==> src/rtl/signed_add_sat_pipe.sv <==
// Two-stage signed adder with optional saturation, valid/ready handshakes
// on both sides and a sticky/counted overflow statistic.
module signed_add_sat_pipe #(
    parameter int W     = 8,
    parameter bit SAT   = 1'b0,
    parameter int CNT_W = 8
) (
    input  logic             clk,
    input  logic             rst_n,
    input  logic             in_valid,
    output logic             in_ready,
    input  logic [W-1:0]     a,
    input  logic [W-1:0]     b,
    output logic             out_valid,
    input  logic             out_ready,
    output logic [W-1:0]     sum,
    output logic             overflow,
    input  logic             clr_stats,
    output logic             ovf_sticky,
    output logic [CNT_W-1:0] ovf_count
);

    localparam logic [W-1:0] SUM_MAX = {1'b0, {(W-1){1'b1}}};
    localparam logic [W-1:0] SUM_MIN = {1'b1, {(W-1){1'b0}}};

    logic             s1_valid_q, s1_valid_d;
    logic [W-1:0]     a_q, a_d;
    logic [W-1:0]     b_q, b_d;
    logic             s2_valid_q, s2_valid_d;
    logic [W-1:0]     sum_q, sum_d;
    logic             ovf_q, ovf_d;
    logic             sticky_q, sticky_d;
    logic [CNT_W-1:0] cnt_q, cnt_d;

    logic             out_xfer;
    logic             s2_load;
    logic [W-1:0]     raw_sum;
    logic             raw_ovf;
    logic [W-1:0]     res_sum;

    // Handshake decode: S2 frees up when its result leaves this cycle,
    // which in turn lets S1 advance and accept a new pair.
    always_comb begin
        out_xfer = s2_valid_q && out_ready;
        s2_load  = !s2_valid_q || out_xfer;
        in_ready = !s1_valid_q || s2_load;
    end

    // Adder on the S1 operands; overflow when like-signed operands give an
    // unlike-signed result. Saturation picks the rail from operand sign.
    always_comb begin
        raw_sum = a_q + b_q;
        raw_ovf = (a_q[W-1] == b_q[W-1]) && (raw_sum[W-1] != a_q[W-1]);
        res_sum = raw_sum;
        if (SAT && raw_ovf) begin
            res_sum = a_q[W-1] ? SUM_MIN : SUM_MAX;
        end
    end

    // Next-state for both pipeline stages; data only loads with a real
    // transaction so held outputs stay untouched.
    always_comb begin
        s1_valid_d = s1_valid_q;
        a_d        = a_q;
        b_d        = b_q;
        s2_valid_d = s2_valid_q;
        sum_d      = sum_q;
        ovf_d      = ovf_q;
        if (in_ready) begin
            s1_valid_d = in_valid;
            if (in_valid) begin
                a_d = a;
                b_d = b;
            end
        end
        if (s2_load) begin
            s2_valid_d = s1_valid_q;
            if (s1_valid_q) begin
                sum_d = res_sum;
                ovf_d = raw_ovf;
            end
        end
    end

    // Overflow statistics count delivered results only; clear has priority.
    always_comb begin
        sticky_d = sticky_q;
        cnt_d    = cnt_q;
        if (clr_stats) begin
            sticky_d = 1'b0;
            cnt_d    = '0;
        end else if (out_xfer && ovf_q) begin
            sticky_d = 1'b1;
            if (cnt_q != {CNT_W{1'b1}}) begin
                cnt_d = cnt_q + CNT_W'(1);
            end
        end
    end

    // State registers; reset empties the pipeline and clears statistics.
    always_ff @(posedge clk or negedge rst_n) begin
        if (!rst_n) begin
            s1_valid_q <= 1'b0;
            a_q        <= '0;
            b_q        <= '0;
            s2_valid_q <= 1'b0;
            sum_q      <= '0;
            ovf_q      <= 1'b0;
            sticky_q   <= 1'b0;
            cnt_q      <= '0;
        end else begin
            s1_valid_q <= s1_valid_d;
            a_q        <= a_d;
            b_q        <= b_d;
            s2_valid_q <= s2_valid_d;
            sum_q      <= sum_d;
            ovf_q      <= ovf_d;
            sticky_q   <= sticky_d;
            cnt_q      <= cnt_d;
        end
    end

    // Outputs come straight from the S2 and statistics registers.
    always_comb begin
        out_valid  = s2_valid_q;
        sum        = sum_q;
        overflow   = ovf_q;
        ovf_sticky = sticky_q;
        ovf_count  = cnt_q;
    end

endmodule

==> config.mk <==
export PLATFORM = sky130hd
export DESIGN_NAME = signed_add_sat_pipe
export DESIGN_NICKNAME = d
export VERILOG_FILES = /design/src/rtl/signed_add_sat_pipe.sv
export SDC_FILE = /design/constraint.sdc
export NUM_CORES = 1
export LEC_CHECK = 0
export CAP_MARGIN = 25
export CORE_MARGIN = 8
export CORE_UTILIZATION = 40
export DETAILED_ROUTE_END_ITERATION = 10
export GPL_ROUTABILITY_DRIVEN = 0
export PLACE_DENSITY = 0.66
export SYNTH_ARGS = -nofsm -noshare
export SYNTH_HDL_FRONTEND = slang
export SYNTH_SLANG_ARGS = --single-unit
==> constraint.sdc <==
create_clock -name clk -period 4.8 [get_ports clk]
set_input_delay 0.96 -clock clk [delete_from_list [all_inputs] [get_ports clk]]
set_output_delay 0.96 -clock clk [all_outputs]
set_load 0.02 [all_outputs]
Yosys cells after proc, flatten, opt, wreduce, memory -nomap -nowiden

Cells that the tools add are included.

Bits in registers: 36
Bits of input ports: 21
Output and inout port bits: 20
Word-level logic and storage cells: 30

Add/sub/neg operators: 2
Equal/unequal tests: 3
Muxes and demuxes: 5
Reductions and logical operators: 12

Operator list:

| cell                                         | number |
|---|---|
| two-way mux 8 bit                            | 3 |
| adder 8 x 1 -> 8 bit (second input constant) | 1 |
| adder 8 bit                                  | 1 |
| != test 8 bit (second input constant)        | 1 |
| AND reduction 2 bit                          | 3 |
| nonzero test 2 bit                           | 2 |
| logical AND 1 bit                            | 3 |
| zero test 1 bit                              | 2 |
| logical OR 1 bit                             | 2 |
| two-way mux 1 bit                            | 2 |
| == test 1 bit                                | 1 |
| != test 1 bit                                | 1 |

Logic depth before layout (Yosys ltp)

Gate-level depths: netlist (run 1).

Depth after elaboration: 4
Depth in mapped cells: 6
Depth with buffers taken out: 6

Worst setup path before layout (run 1)

Ideal clock, no wire load.

Path type: in2out
From: input out_ready
To: output in_ready
Data arrival time: 1294 ps
Required time: 3840 ps
Setup slack: 2546 ps
Cell stages on the path: 2
Cells stage by stage: nor2b_2 -> nand2_1

Longest elaborated chain between the ends: 3

Ends and longest elaborated chain:

| what              | line | source |
|---|---|---|
| from (decl)       | 15   | `input logic out_ready,` |
| logical AND 1 bit | 44   | `out_xfer = s2_valid_q && out_ready;` |
| logical OR 1 bit  | 45   | `s2_load = !s2_valid_q \|\| out_xfer;` |
| logical OR 1 bit  | 46   | `in_ready = !s1_valid_q \|\| s2_load;` |
| to (decl)         | 11   | `output logic in_ready,` |

Every way passes these cells.

Final worst setup path (run 1)

Same ends and word-level chain as after synthesis.

==> results of run 1 <==
## registers in the layout, summed over array words and instances, names as in the netlist
register / cells
ovf_sticky: 1
ovf_count: 8
b_q: 8
sum: 8
overflow: 1
s1_valid_q: 1
out_valid: 1
a_q: 8
## layer usage
layer | vias up | track usage (%) | share of wire, %
met4 | 0 | 3.83 | 0.36
met3 | 2 | 4.20 | 6.8
met5 | - | 0 | 0
met2 | 30 | 20.2 | 52
li1 | 662 | - | -
met1 | 665 | 11.4 | 41
## worst paths after layout
kind	startpoint	endpoint	depth (start not counted)
min reg2reg	sum[0]$_DFFE_PN0P_	sum[0]$_DFFE_PN0P_	2
max reg2reg	a_q[0]$_DFFE_PN0P_	sum[6]$_DFFE_PN0P_	6
min in group asynchronous	rst_n	b_q[2]$_DFFE_PN0P_	2
max	out_ready	in_ready	4
max in group asynchronous	rst_n	ovf_count[6]$_DFFE_PN0P_	2
min	sum[0]$_DFFE_PN0P_	sum[0]$_DFFE_PN0P_	2
## per-stage QoR
step	hold WS [ns]	power [µW]
final	0.481	911
after global routing	0.505	976
after CTS	0.486	925
after detailed placement	0.467	735
after global placement	0.461	725
after floorplan	0.484	598
## cell type report
type / count / share of cell area, %
multi-input combinational: 118 / 37.4
sequential: 36 / 38.8
timing repair buffer: 41 / 17.6
inverter: 3 / 0.485
tap: 52 / 2.80
clock buffer: 5 / 2.96
## where the power goes
part / internal, µW / switching, µW / leakage (µW)
logic: 162 / 168 / 0.000517
registers: 359 / 36.8 / 0.000444
clock network: 93.4 / 91.4 / 0.0000359
total: 615 / 296 / 0.000997
## worst reg2reg max path: stages, from the launching register on
cell      delay, ns
dfrtp_1        0.39
ha_1           0.25
fa_1           0.41
a21oi_1        0.21
o21ai_0        0.17
a2111o_1       0.43
nand3_1        0.07
## cell usage in the layout, fill, tap and decap left out, types with 2 or more instances in the layout
master,synthesis,routed
o21ai_0,6,6
nand2b_1,2,2
o2111ai_1,3,3
mux2i_1,2,2
xor2_1,6,6
and3_1,3,3
nand4_1,2,2
nand3_1,5,5
a21oi_1,6,6
xnor2_1,4,4
inv_1,3,3
o211ai_1,3,3
nor2b_1,2,2
dfrtp_1,36,36
clkdlybuf4s50_1,0,40
a2111o_1,2,2
ha_1,8,8
nand2_1,18,18
a21o_2,2,2
clkbuf_8,0,5
nor2_1,11,11
mux2_2,16,16
o31ai_1,2,2
## cell families after synthesis
kind of cell / share of synthesized area (%)
flops: 49.7
simple gates: 13.6
compound gates: 11.9
xor+xnor: 4.83
buf+inv: 2.35
mux: 11.0
fa+ha+maj: 6.63
==> run_results.csv, run 1 <==
group,metric,value,unit
detailed_routing,drtPass1Iterations,4,
final_layout,diodes,0,
grt,gr-total-overflow,0,
detailed_routing,vias,1359,
floorplanning,start_util,41.6,%
pwr,ir_drop,182,µV
worst_setup_path,critPathLaunchType,"primary input",
clock_tree,post_cts_resized,0,
detailed_routing,drt-wirelength-per-cell,15.1,µm
detailed_routing,drtAntennaViolNets,0,
floorplanning,dieArea,0.00694,mm²
placed_design,place_area,0.00225,mm²
final_layout,fin_area,0.00232,mm²
grt,grt_pass1_vias,1500,
worst_setup_path,crit_path_cell_trace,"clkdlybuf4s50_1, nor2b_2, nand2_1, clkdlybuf4s50_1",
final_layout,nFillCells,371,
yosys,syn_inst,162,
worst_setup_path,rrSetupSlack,2.81,ns
worst_setup_path,worstPathRequired,3.84,ns
worst_setup_path,cpPeakStageDelay,0.55,ns
final_layout,seq_area,901,µm²
clock_tree,htreeDepth,2,
timing,drv_slew,0,
clock_tree,cts_buffers,5,
floorplanning,fp.dieH,83.3,µm
yosys,yosysUniqueCellTypes,41,
yosys,synthTopCellsByArea,"dfrtp_1 50%, mux2_2 9.9%, ha_1 5.5%",
worst_setup_path,crit_type,"in -> out",
grt,grt_usage,11.2,%
final_layout,syn_to_final_growth,28.2,%
placed_design,placedCellCount,250,
clock_tree,cts_root_buf,"clkbuf_8",
floorplanning,row_count,24,
worst_setup_path,cp.arrival,2.30,ns
timing,grt_setup_unrepaired,"no",
hold_path,hold_class,"reg -> reg",
final_layout,fin_util,53.4,%
yosys,yosysSeqAreaShare,49.7,%
yosys,synth_nets,192,
pwr,leakagePower,0.000997,µW
timing,fin_skew,0.00250,ns
yosys,synthFlopType,"dfrtp_1",
worst_setup_path,path_buf_inv,2,
final_layout,finalNonFillerCells,255,
timing,fmax,306,MHz
worst_setup_path,critical-path-top-delay-family,"buffers and inverters",
final_layout,layout-drive-gt1-share,13.8,%
yosys,yosys-top-cells-count,"36 x dfrtp_1, 18 x nand2_1, 16 x mux2_2, 11 x nor2_1, 8 x ha_1",
grt,antenna_found_initial,0,
detailed_routing,route.detailed.drc,0,
floorplanning,core_area,0.00435,mm²
timing,period_needed,3.26,ns
clock_tree,clk_path_buf_depth,2,
pwr,p_per_area,392,mW/mm²
detailed_routing,vias_per_cell,5.33,
detailed_routing,drt_iter0_markers,47,
yosys,netlist.area_leader.share,49.7,%
yosys,yosysMostFrequentCell,"dfrtp_1",
clock_tree,cts_setup_buffers,0,
clock_tree,clkLatencyLatePin,0.27,ns
detailed_routing,drt-total-wl,3840,µm
timing,hold_viol_final,0,
grt,grt_max_degree,37,
clock_tree,ctsHoldBuffers,0,
worst_setup_path,end_kind,"primary output",
run,max_cap_violations,0,
placed_design,dp_hpwl,3050,µm
yosys,ys_ff_latch,36,
final_layout,multiInputGateArea,870,µm²
yosys,syn_avg_cell_area,11.2,µm²
timing,setup_viol_count_final,0,
timing,worst_slew_pin_slew,0.562,ns
worst_setup_path,worst_path_most_repeated_cell,"clkdlybuf4s50_1",
yosys,ys_warn_count,0,
yosys,yosysTopAreaCell,"dfrtp_1",
timing,fin_crit_sh,68.0,%
worst_setup_path,cp_max_fo,5,
clock_tree,cts.clk_slew.worst_paths,0.06,ns
worst_setup_path,cpMaxStageDelayCell,"clkdlybuf4s50_1",
timing,finalWorstSetupSlack,1.54,ns
clock_tree,cts_tree,"built",
floorplanning,die_w,83.3,µm
floorplanning,ios,41,
grt,grt_pass1_wl,6680,µm
yosys,synth_edf_count,0,
final_layout,final_nets,235,
timing,slew_headroom,62.5,%
clock_tree,cts_sinks,36,
yosys,synth_area,0.00181,mm²
yosys,async_reset_ff_share,100,%
timing,finalSetupTns,0,ns
status,status,"complete, no violations",
placed_design,dpl_worst_slack,1.52,ns
placed_design,portBuffers,40,
Power figures use the tool's default switching activity.
==> inputs of run 2 (changes only) <==
clock period = 3.4 ns   (was 4.8 ns; I/O delays follow)
==> run 2 against run 1 <==
Net effect: global-route usage up 0.38 points; total power up 46%; setup slack worse by 0.84 ns; die area unchanged; worst hold slack better by 0.0073 ns; via count up 1.5%; non-clock buffer count unchanged; utilization up 0.49 points; sequential cell count unchanged; clock-buffer cell count up 3; cell area up 0.92%; critical path type unchanged; critical endpoint unchanged; largest power group unchanged; highest routed layer unchanged.
==> run_results.csv, run 2 (synthesis gave the netlist of run 1 again) <==
group,metric,value,unit
status,status,"complete, no violations",
clock_tree,cts.clk_slew.worst_paths,0.06,ns
detailed_routing,drt_iter0_markers,48,
pwr,ir_drop,245,µV
placed_design,dp_hpwl,3000,µm
timing,drv_slew,0,
detailed_routing,vias,1380,
clock_tree,cts_sinks,36,
pwr,p_per_area,567,mW/mm²
timing,setup_viol_count_final,0,
final_layout,nFillCells,357,
detailed_routing,drt-wirelength-per-cell,15.0,µm
worst_setup_path,cp.arrival,2.02,ns
final_layout,fin_util,53.9,%
worst_setup_path,crit_type,"in -> out",
timing,slew_headroom,61.3,%
grt,antenna_found_initial,0,
worst_setup_path,end_kind,"primary output",
grt,grt_pass1_wl,6800,µm
final_layout,final_nets,235,
floorplanning,dieArea,0.00694,mm²
floorplanning,start_util,41.6,%
grt,grt_pass1_vias,1547,
timing,fin_skew,0.00349,ns
final_layout,mostFrequentLayoutCell,"clkdlybuf4s50_1",
detailed_routing,drtAntennaViolNets,0,
pwr,pwr-share-clk,22.7,%
floorplanning,die_w,83.3,µm
timing,finalSetupTns,0,ns
floorplanning,core_area,0.00435,mm²
timing,hold_viol_final,0,
final_layout,final_cell_mix,"40 x clkdlybuf4s50_1, 36 x dfrtp_1, 18 x nand2_1",
pwr,p_int,901,µW
worst_setup_path,cp_max_fo,5,
pwr,p_comb_share,35.2,%
floorplanning,fp.dieH,83.3,µm
pwr,finalPower,1330,µW
clock_tree,clk_path_buf_depth,2,
grt,grt_max_degree,37,
detailed_routing,vias_per_cell,5.35,
pwr,net-switching-power,428,µW
detailed_routing,drt-total-wl,3880,µm
hold_path,holdPathStages,2,
clock_tree,post_cts_resized,0,
timing,grt_setup_unrepaired,"no",
clock_tree,cts_tree,"built",
timing,worst_slew_pin_slew,0.579,ns
worst_setup_path,critPathLaunchType,"primary input",
clock_tree,htreeDepth,2,
detailed_routing,route.detailed.drc,0,
final_layout,syn_to_final_growth,29.3,%
worst_setup_path,rr_worst_depth,6,
final_layout,diodes,0,
floorplanning,row_count,24,
placed_design,portBuffers,40,
clock_tree,ctsHoldBuffers,0,
pwr,seq_power_share,42.1,%
grt,gr-total-overflow,0,
clock_tree,cts_buffers,5,
worst_setup_path,worstPathRequired,2.72,ns
timing,fin_crit_sh,79.5,%
grt,grt_usage,11.6,%
clock_tree,cts_setup_buffers,0,
detailed_routing,drtPass1Iterations,4,
pwr,leakagePower,0.00101,µW
floorplanning,ios,41,
timing,fmax,370,MHz
clock_tree,clkLatencyLatePin,0.28,ns
pwr,switching_share,32.2,%
final_layout,layout-drive-gt1-share,14.1,%
run,max_cap_violations,0,
hold_path,hold_class,"reg -> reg",
clock_tree,cts_root_buf,"clkbuf_8",
timing,period_needed,2.70,ns
run 2: changes by cell type in the layout (fill, tap and decap cells not counted), sizes merged:
cell	change
clkbuf	+3
run 2: metal layers:
layer	part of all wire, %	vias to the layer above	routed length (µm)	global-route usage (%)
li1	-	665	-	-
met1	41	671	1590	11.8
met2	52	39	2020	20.9
met3	6.0	5	234	4.00
met4	1.1	0	43	4.63
met5	0	-	0	0
run 2: final cells by class:
cell class | instances | area (µm²) | share of cell area [%]
multi-input combinational | 118 | 870 | 37.1
tap | 52 | 65.1 | 2.77
inverter | 3 | 11.3 | 0.480
clock buffer | 8 | 90.1 | 3.84
sequential | 36 | 901 | 38.4
timing repair buffer | 41 | 408 | 17.4
run 2: worst paths after layout:
path	start	endpoint	slack, ns
setup / recovery	out_ready	in_ready	0.70
hold / removal	sum[0]$_DFFE_PN0P_	sum[0]$_DFFE_PN0P_	0.49
setup reg to reg	a_q[0]$_DFFE_PN0P_	sum[6]$_DFFE_PN0P_	1.43
hold reg to reg	sum[0]$_DFFE_PN0P_	sum[0]$_DFFE_PN0P_	0.49
max in group asynchronous	rst_n	ovf_count[0]$_DFFE_PN0P_	2.27
min in group asynchronous	rst_n	a_q[2]$_DFFE_PN0P_	0.81
run 2: worst max-delay path, stage by stage:
cell and delay [ns]:
clkdlybuf4s50_1 0.45, nor2b_2 0.21, nand2_1 0.13, clkdlybuf4s50_1 0.55
run 2: through the flow:
step | instances | worst slack [ns] | hold slack [ns] | area [µm²]
detailed placement | 250 | 0.686 | 0.469 | 2250
global route | 258 | 0.604 | 0.515 | 2340
CTS | 258 | 0.684 | 0.486 | 2340
global placement | 250 | 0.730 | 0.461 | 2250
finish | 258 | 0.698 | 0.489 | 2340
floorplan | 162 | 1.58 | 0.384 | 1810
run 2: power groups by stage:
stage	sequential (µW)	combinational [µW]	clock (µW)
2_1_floorplan	620	224	0
3_3_place_gp	565	458	0
3_5_place_dp	568	469	0
4_1_cts	561	471	318
5_1_grt	570	512	339
6_report	560	468	302
